--- src/rtl/out_sched.sv ---
// ============================================================================
//  Module   : out_sched
//  Purpose  : Round-robin scheduler that grants three requesters a shared
//             output register, then holds it for HOLD cycles per grant.
//  Revision : 1.0  initial release
// ============================================================================
`default_nettype none

module out_sched #(
    parameter int HOLD = 3
) (
    input  logic        clk,
    input  logic        rst,
    input  logic [2:0]  req,
    input  logic [15:0] din0,
    input  logic [15:0] din1,
    input  logic [15:0] din2,
    output logic [15:0] out,
    output logic [2:0]  grant,
    output logic        busy,
    output logic [7:0]  xfer_cnt
);

    typedef enum logic [1:0] {
        S_IDLE  = 2'd0,
        S_GRANT = 2'd1,
        S_HOLD  = 2'd2
    } state_t;

    localparam logic [3:0] C_HOLD_M1 = 4'(HOLD - 1);

    state_t      r_state;
    logic [3:0]  r_cnt;
    logic [1:0]  r_last;
    logic [15:0] r_out;
    logic [2:0]  r_grant;
    logic [7:0]  r_xfer;

    logic [1:0]  w_sel;
    logic [15:0] w_din;

    // Search starts one past the previous winner and wraps 0->1->2->0.
    always_comb begin
        case (r_last)
            2'd0:    w_sel = req[1] ? 2'd1 : (req[2] ? 2'd2 : 2'd0);
            2'd1:    w_sel = req[2] ? 2'd2 : (req[0] ? 2'd0 : 2'd1);
            default: w_sel = req[0] ? 2'd0 : (req[1] ? 2'd1 : 2'd2);
        endcase
    end

    always_comb begin
        case (w_sel)
            2'd0:    w_din = din0;
            2'd1:    w_din = din1;
            default: w_din = din2;
        endcase
    end

    always_ff @(posedge clk) begin
        if (rst) begin
            r_state <= S_IDLE;
            r_out   <= 16'h0000;
            r_grant <= 3'b000;
            r_xfer  <= 8'h00;
            r_cnt   <= 4'd0;
            r_last  <= 2'd2;
        end else begin
            case (r_state)
                S_IDLE: begin
                    if (req != 3'b000) begin
                        r_out   <= w_din;
                        r_grant <= 3'b001 << w_sel;
                        r_last  <= w_sel;
                        r_xfer  <= r_xfer + 8'd1;
                        r_state <= S_GRANT;
                    end
                end
                S_GRANT: begin
                    r_grant <= 3'b000;
                    r_cnt   <= C_HOLD_M1;
                    r_state <= S_HOLD;
                end
                S_HOLD: begin
                    if (r_cnt == 4'd0) begin
                        r_state <= S_IDLE;
                    end else begin
                        r_cnt <= r_cnt - 4'd1;
                    end
                end
                default: begin
                    r_grant <= 3'b000;
                    r_state <= S_IDLE;
                end
            endcase
        end
    end

    assign out      = r_out;
    assign grant    = r_grant;
    assign xfer_cnt = r_xfer;
    assign busy     = (r_state != S_IDLE);

endmodule

`default_nettype wire
--- config.mk ---
export PLATFORM = sky130hd
export DESIGN_NAME = out_sched
export DESIGN_NICKNAME = d
export VERILOG_FILES = /design/src/rtl/out_sched.sv
export SDC_FILE = /design/constraint.sdc
export NUM_CORES = 1
export LEC_CHECK = 0
export CAP_MARGIN = 20
export CORE_ASPECT_RATIO = 2
export CORE_MARGIN = 1
export CORE_UTILIZATION = 44
export CTS_CLUSTER_DIAMETER = 150
export CTS_CLUSTER_SIZE = 24
export DETAILED_ROUTE_END_ITERATION = 8
export HOLD_SLACK_MARGIN = 0.1
export MAX_ROUTING_LAYER = met4
export PLACE_DENSITY = 0.95
export SYNTH_ARGS = -nofsm -noshare
export SYNTH_HDL_FRONTEND = slang
export SYNTH_SLANG_ARGS = --single-unit
--- constraint.sdc ---
create_clock -name clk -period 3.9 [get_ports clk]
set_input_delay 0.585 -clock clk [delete_from_list [all_inputs] [get_ports clk]]
set_output_delay 0.585 -clock clk [all_outputs]
set_load 0.05 [all_outputs]
; After elaboration in Yosys (flattened, before gate mapping)
; Cells that the tools add are included.
[word_totals]
memories = 0
ramBits = 0
latchBits = 0
ff_bits = 35
mem_bits_ro = 0
[op_classes]
n_addsub = 2
magnitude_cmp = 0
n_div = 0
n_eq_ne = 7
bitwise = 1
muxes = 15
mul = 0
shift = 1
reduce_logical = 11
[ops]
columns = cell, count
row1 = one-hot mux 16 bit (2 select lines), 1
row2 = two-way mux 2 bit, 7
row3 = adder 8 x 1 -> 8 bit (second input constant), 1
row4 = one-hot mux 4 bit (2 select lines), 1
row5 = AND reduction 2 bit, 4
row6 = equality test 2 x 1 -> 1 bit (second input constant), 3
row7 = zero test 2 bit, 3
row8 = != test 2 bit (second input constant), 3
row9 = one-hot mux 2 bit (3 select lines), 1
row10 = one-hot mux 3 bit (2 select lines), 1
row11 = zero test 4 bit, 1
row12 = two-way mux 4 bit, 1
row13 = one-hot mux 2 bit (2 select lines), 1
row14 = nonzero test 2 bit, 2
row15 = subtractor 4 x 1 -> 4 bit (second input constant), 1
row16 = two-way mux 3 bit, 1
row17 = nonzero test 3 bit, 1
row18 = left shift 1 x 2 -> 3 bit (first input constant), 1
row19 = equality test 2 bit (second input constant), 1
row20 = two-way mux 1 bit, 1
row21 = inverter 1 bit, 1

; Logic depth before layout (Yosys ltp)
[depth]
word_depth = 6
depth_mapped = 7

; Worst setup path before layout
; No wires, ideal clock.
[synth_timing]
kind = register to register
startpoint = reg r_xfer[3] (netlist: xfer_cnt[3])
endpoint = reg r_xfer[7] (netlist: xfer_cnt[7])
setup_time_ps = 70
setup_slack_ps = 2283
path_stages_with_launch = 5
path_buffers = 0
arrival_time_ps = 1547
required_ps = 3830
path_cell_list = dfxtp_1 -> and4_1 -> nand2_1 -> or4_1 -> a21oi_1
[synth_between]
elab_chain_len = 1
[synth_lines]
columns = element, line_no
row1 = "start, declared", 37  ; logic [7:0] r_xfer;
row2 = "start signal, assigned", 74  ; r_xfer <= r_xfer + 8'd1;
row3 = adder 8 x 1 -> 8 bit, 74
; No other way between the ends.
; A chain may end at the register's enable or synchronous reset.

; Worst setup path after layout
[layout_timing]
startpoint = reg r_state[0]
endpoint = out busy
[layout_between]
elab_chain_len = 1
[layout_lines]
columns = element, line_no
row1 = "start, declared", 32  ; state_t r_state;
row2 = "start signal, assigned", 61  ; r_state <= S_IDLE;
row3 = "start signal, assigned", 75  ; r_state <= S_GRANT;
row4 = "start signal, assigned", 81  ; r_state <= S_HOLD;
row5 = nonzero test 2 bit, 101  ; assign busy = (r_state != S_IDLE);
row6 = "end, declared", 20  ; output logic busy,
; No other way between the ends.

==> run_results.csv <==
group,metric,value,unit
synthesis,syn_area,1770,um^2
synthesis,ys_types,41,
clock_tree,clk_pin_slew,0.07,ns
synthesis,synth_edf_count,0,
layout,fin_util,0.693,
sta,fin_hold_ws,0.460,ns
layout,final_cells,342,
power,p_per_area,439,nW/um^2
synthesis,synth_cells,218,
floorplanning,die_x,46.9,um
clock_tree,clk-insertion-delay-late,0.29,ns
drt,viasPerCell,5.87,
placement,place_area,2560,um^2
worst_setup_path,endpoint_kind,"output port",
sta,fmax,410,MHz
power,leakagePower,0.943,nW
global_routing,gr-total-overflow,0,
sta,slew_headroom,0.453,
drt,drc_errors,0,
sta,tns,0,ns
placement,gp_congestion,0.907,
worst_setup_path,path_class,"flip-flop to output port",
floorplanning,start_util,0.462,
layout,final_area,2660,um^2
floorplanning,io_pins,81,
hold_path,hold_path.class,"flip-flop to flip-flop",
sta,finClkSkew,0.00704,ns
layout,n_antenna_cell,0,
power,total_power,1.17,mW
worst_setup_path,r2r_setup_slack,2.13,ns
drt,drt_iter0_drc,95,
clock_tree,holdBufCountCts,0,
global_routing,grt_pass1_wl,8.88,mm
clock_tree,cts_buffers,5,
synthesis,async_flop_share,0,
floorplanning,die_h,91.8,um
floorplanning,core,3840,um^2
sta,hold_violations,0,
job,max-cap-violations,0,
placement,post-place-ws,1.40,ns
layout,final_nets,346,
clock_tree,cts_tree,"built",
sta,final-setup-viol-count,0,
global_routing,grt_max_degree,36,
worst_setup_path,ff2ff_path_depth,3,
synthesis,syn_area_per_cell,8.14,um^2
placement,dp.cells,335,
clock_tree,htreeDepth,2,
worst_setup_path,cp_max_fo,9,
synthesis,synth_warnings,0,
synthesis,yosysSeqAreaShare,0.395,
floorplanning,rows,32,
worst_setup_path,cp.arrival,1.85,ns
power,ir_drop,0.338,mV
layout,area_growth,50.1,%
worst_setup_path,worstReg2RegStart,"r_last[0]$_SDFFE_PP0P_",
synthesis,yosysTopAreaCellShare,0.395,
global_routing,antenna_found_initial,0,
synthesis,synth_nets,273,
clock_tree,cts-root-buf,"clkbuf_8",
global_routing,grt_pass1_vias,1958,
worst_setup_path,crit_required,3.31,ns
sta,setup_slack,1.46,ns
clock_tree,post-cts-setup-buffer-count,0,
sta,rsz0062_at_grt,"no",
clock_tree,cts_sinks,35,
drt,routedWlPerCell,15.9,um
worst_setup_path,reg2reg_to,"out[3]$_SDFFE_PP0P_",
floorplanning,fp.dieArea,4310,um^2
run_status,status,"finished clean",
worst_setup_path,startpoint,"r_state[0]$_SDFFE_PP0P_",
drt,routed_wl,5.45,mm
drt,drtAntennaViolNets,0,
clock_tree,clock_path_buffers,2,
layout,drive_gt1_frac,0.0619,
drt,drtPass1Iterations,4,
synthesis,ys_seq_elements,35,
worst_setup_path,cp-start-kind,"flip-flop",
synthesis,synth_ff_type,"dfxtp_1",
placement,port_buffers,80,
sta,period_needed,2.44,ns
worst_setup_path,crit_end,"busy",
drt,vias,2006,
clock_tree,cts-resized-gates,0,
placement,hpwl,4.00,mm
synthesis,synth_area_leader_cell,"dfxtp_1",
synthesis,ys_top_cells_by_area,"dfxtp_1 (39%), a311oi_1 (8.4%), a21oi_1 (7.6%)",
sta,finalCritPeriodShare,0.625,
sta,drv_slew,0,
sta,worstMarginPinSlew,0.815,ns
global_routing,track_usage,0.285,
-- where the power goes --
part           internal [mW]  switching (mW)  leakage, nW
clock network          0.187           0.127       0.0513
registers              0.397          0.0348        0.288
logic                  0.164           0.260        0.603
total                  0.749           0.421        0.943
-- critical path: stages (launching register included) --
cell and delay, ns:
dfxtp_1 0.53, nor2_4 0.10, inv_2 0.12, clkdlybuf4s50_1 0.82
-- routing by layer --
| metal | routed length [um] | vias up | track usage |
|---|---|---|---|
| met2 | 3050 | 96 | 0.468 |
| met3 | 272 | 24 | 0.0374 |
| li1 | - | 939 | - |
| met4 | 269 | 0 | 0.155 |
| met5 | 0 | - | - |
| met1 | 1860 | 947 | 0.312 |
-- registers in the layout (all words and copies together), names as in the netlist --
name / flops
r_cnt: 4
r_state: 2
grant: 3
out: 16
xfer_cnt: 8
r_last: 2
-- worst min path at each step --
stage / from / end / slack (ns) / cells past startpoint
global route: grant[0]$_SDFFE_PP0P_ / grant[0]$_SDFFE_PP0P_ / 0.50 / 2
detailed placement: grant[0]$_SDFFE_PP0P_ / grant[0]$_SDFFE_PP0P_ / 0.45 / 2
global placement: grant[0]$_SDFFE_PP0P_ / grant[0]$_SDFFE_PP0P_ / 0.45 / 2
CTS: grant[0]$_SDFFE_PP0P_ / grant[0]$_SDFFE_PP0P_ / 0.46 / 2
floorplan: r_cnt[0]$_SDFFE_PP0P_ / r_cnt[0]$_SDFFE_PP0P_ / 0.45 / 2
finish: grant[0]$_SDFFE_PP0P_ / grant[0]$_SDFFE_PP0P_ / 0.46 / 2
-- final cells by class --
type	instances	area, um^2
Multi-Input combinational cell	160	957
Clock buffer	6	72.6
Clock inverter	1	30.0
Timing Repair Buffer	81	808
Fill cell	314	1180
Sequential cell	35	701
Inverter	8	30.0
Tap cell	51	63.8
-- cell usage after synthesis, types with 4 or more instances --
cell type  instances
xnor2_1            4
dfxtp_1           35
buf_4              4
a311oi_1          17
buf_2              5
nor2_1            28
nand2_1            9
o21ai_0           16
nand2b_1           4
nand3_1           20
a21oi_1           27
inv_1              7
clkbuf_1           4
-- logic make-up after synthesis --
logic type                 synth area share
AOI/OAI and AO/OA                     0.261
DFF                                   0.395
xor gates and xnor gates             0.0296
adders and majority gates            0.0141
buffers and inverters                0.0656
and+or+nand+nor                       0.235
-- layout by cell type, fill, tap and decap left out, types with 2 or more instances in the layout --
cell type        count
clkdlybuf4s50_1     80
dfxtp_1             35
nor2_1              28
a21oi_1             27
nand3_1             20
a311oi_1            17
o21ai_0             16
nand2_1              9
inv_1                7
clkbuf_8             5
nand2b_1             4
xnor2_1              4
nor3_1               3
nor2_4               2
nor2b_1              2
nand4_1              2
xor2_1               2
nor4_1               2
a211oi_1             2
o21ai_1              2
ha_1                 2
(Power assumes the default switching activity.)
==> edit, RTL diff (same flow settings) <==
Make the reset (`rst`) asynchronous in one clocked block.
--- a/src/rtl/out_sched.sv
+++ b/src/rtl/out_sched.sv
@@ -58,3 +58,3 @@
 
-    always_ff @(posedge clk) begin
+    always_ff @(posedge clk or posedge rst) begin
         if (rst) begin
Function: differs if rst is asserted again (counterexample within 4 cycles, from zero or initial values and one cycle with rst high); with rst held inactive, the same outputs for 10 cycles.
==> edit against the unedited design <==
Sequential cell count did not move. Worst hold slack gained 0.016 ns. Register-to-register slack got worse by 0.30 ns. Final area is 3.1% higher. Area after synthesis is 2.1% higher. Worst setup slack improved by 0.074 ns. Synthesized cell count decreased by 7.8%. Wire length is 1.2% lower. Critical path type unchanged.
Power is not compared: it rests on default switching activity, and its combinational part moved more than twofold at a synthesized area within 25%.
==> edit: results (changes against the unedited design) <==
[grt]
grt_max_degree = 25  ; -31%
grt_pass1_vias = 1801  ; -8.0%
grt_pass1_wl_um = 8590  ; -3.3%

[layout]
sh_seq_area_pct = 31.95  ; +5.6 points
multi_input_area_share_pct = 30.54  ; -5.4 points
seq_cell_count = 35  ; unchanged
nFillCells = 319  ; +1.6%
layout-drive-gt1-share_pct = 6.762  ; +0.58 points
num-nonclk-buffers = 83  ; +2.5%

[timing]
tightest_slew_ns = 0.8585  ; +0.04345 ns
fin_crit_sh_pct = 60.65  ; -1.9 points

[critical_path]
r2r-start = r_state[1]
cp_data_arrival_time_ns = 1.78  ; -0.07 ns
path_max_fanout = 11  ; +2
r2r_cells = 5  ; +2
crit_path_max_incr_delay_ns = 0.80  ; -0.02 ns
r2r-end = xfer_cnt[4]

[yosys]
muxShareOfSynthArea_pct = 1.174  ; +1.2 points
synth_fa_ha_area_share_pct = 1.381  ; -0.029 points
synth_compound_gate_area_share_pct = 20.17  ; -5.9 points
yosys-top-cells-count = 34 x dfrtp_1, 27 x nand2_1, 24 x nor2_1
synth.yosys.seq_area_share_pct = 48.41  ; +8.9 points

[status]
run_status = complete, no violations

[min_path]
hold_end = xfer_cnt[7]

[route]
vias_per_cell = 5.518  ; -5.9%

[edit: changes by cell type in the layout (fill, tap and decap cells not counted), moves of 3 or more]
cell | before | now
nand3_1 | 20 | 2
nand2_1 | 9 | 27
o22ai_1 | 0 | 3
nor2_1 | 28 | 24
dfrtp_1 | 0 | 34
a311oi_1 | 17 | 0
a21oi_1 | 27 | 18
dfxtp_1 | 35 | 0
a31oi_1 | 0 | 16
[edit: metrics by stage]
step	total power, mW	hold slack [ns]	cell area [um^2]	cells
2_1_floorplan	1.753	0.5166	1812	201
3_3_place_gp	2.176	0.4602	2633	324
3_5_place_dp	2.234	0.4679	2633	324
4_1_cts	2.568	0.4821	2745	332
5_1_grt	2.700	0.5007	2745	332
6_report	2.563	0.4761	2745	332
[edit: metal layers]
layer  share of wire [%]  track usage [%]  vias to the layer above
li1                    -                -                      859
met1                  34            30.48                      871
met2                  58            46.35                       83
met3                 3.7            4.483                       19
met4                 4.3            14.52                        0
met5                   0                -                        -
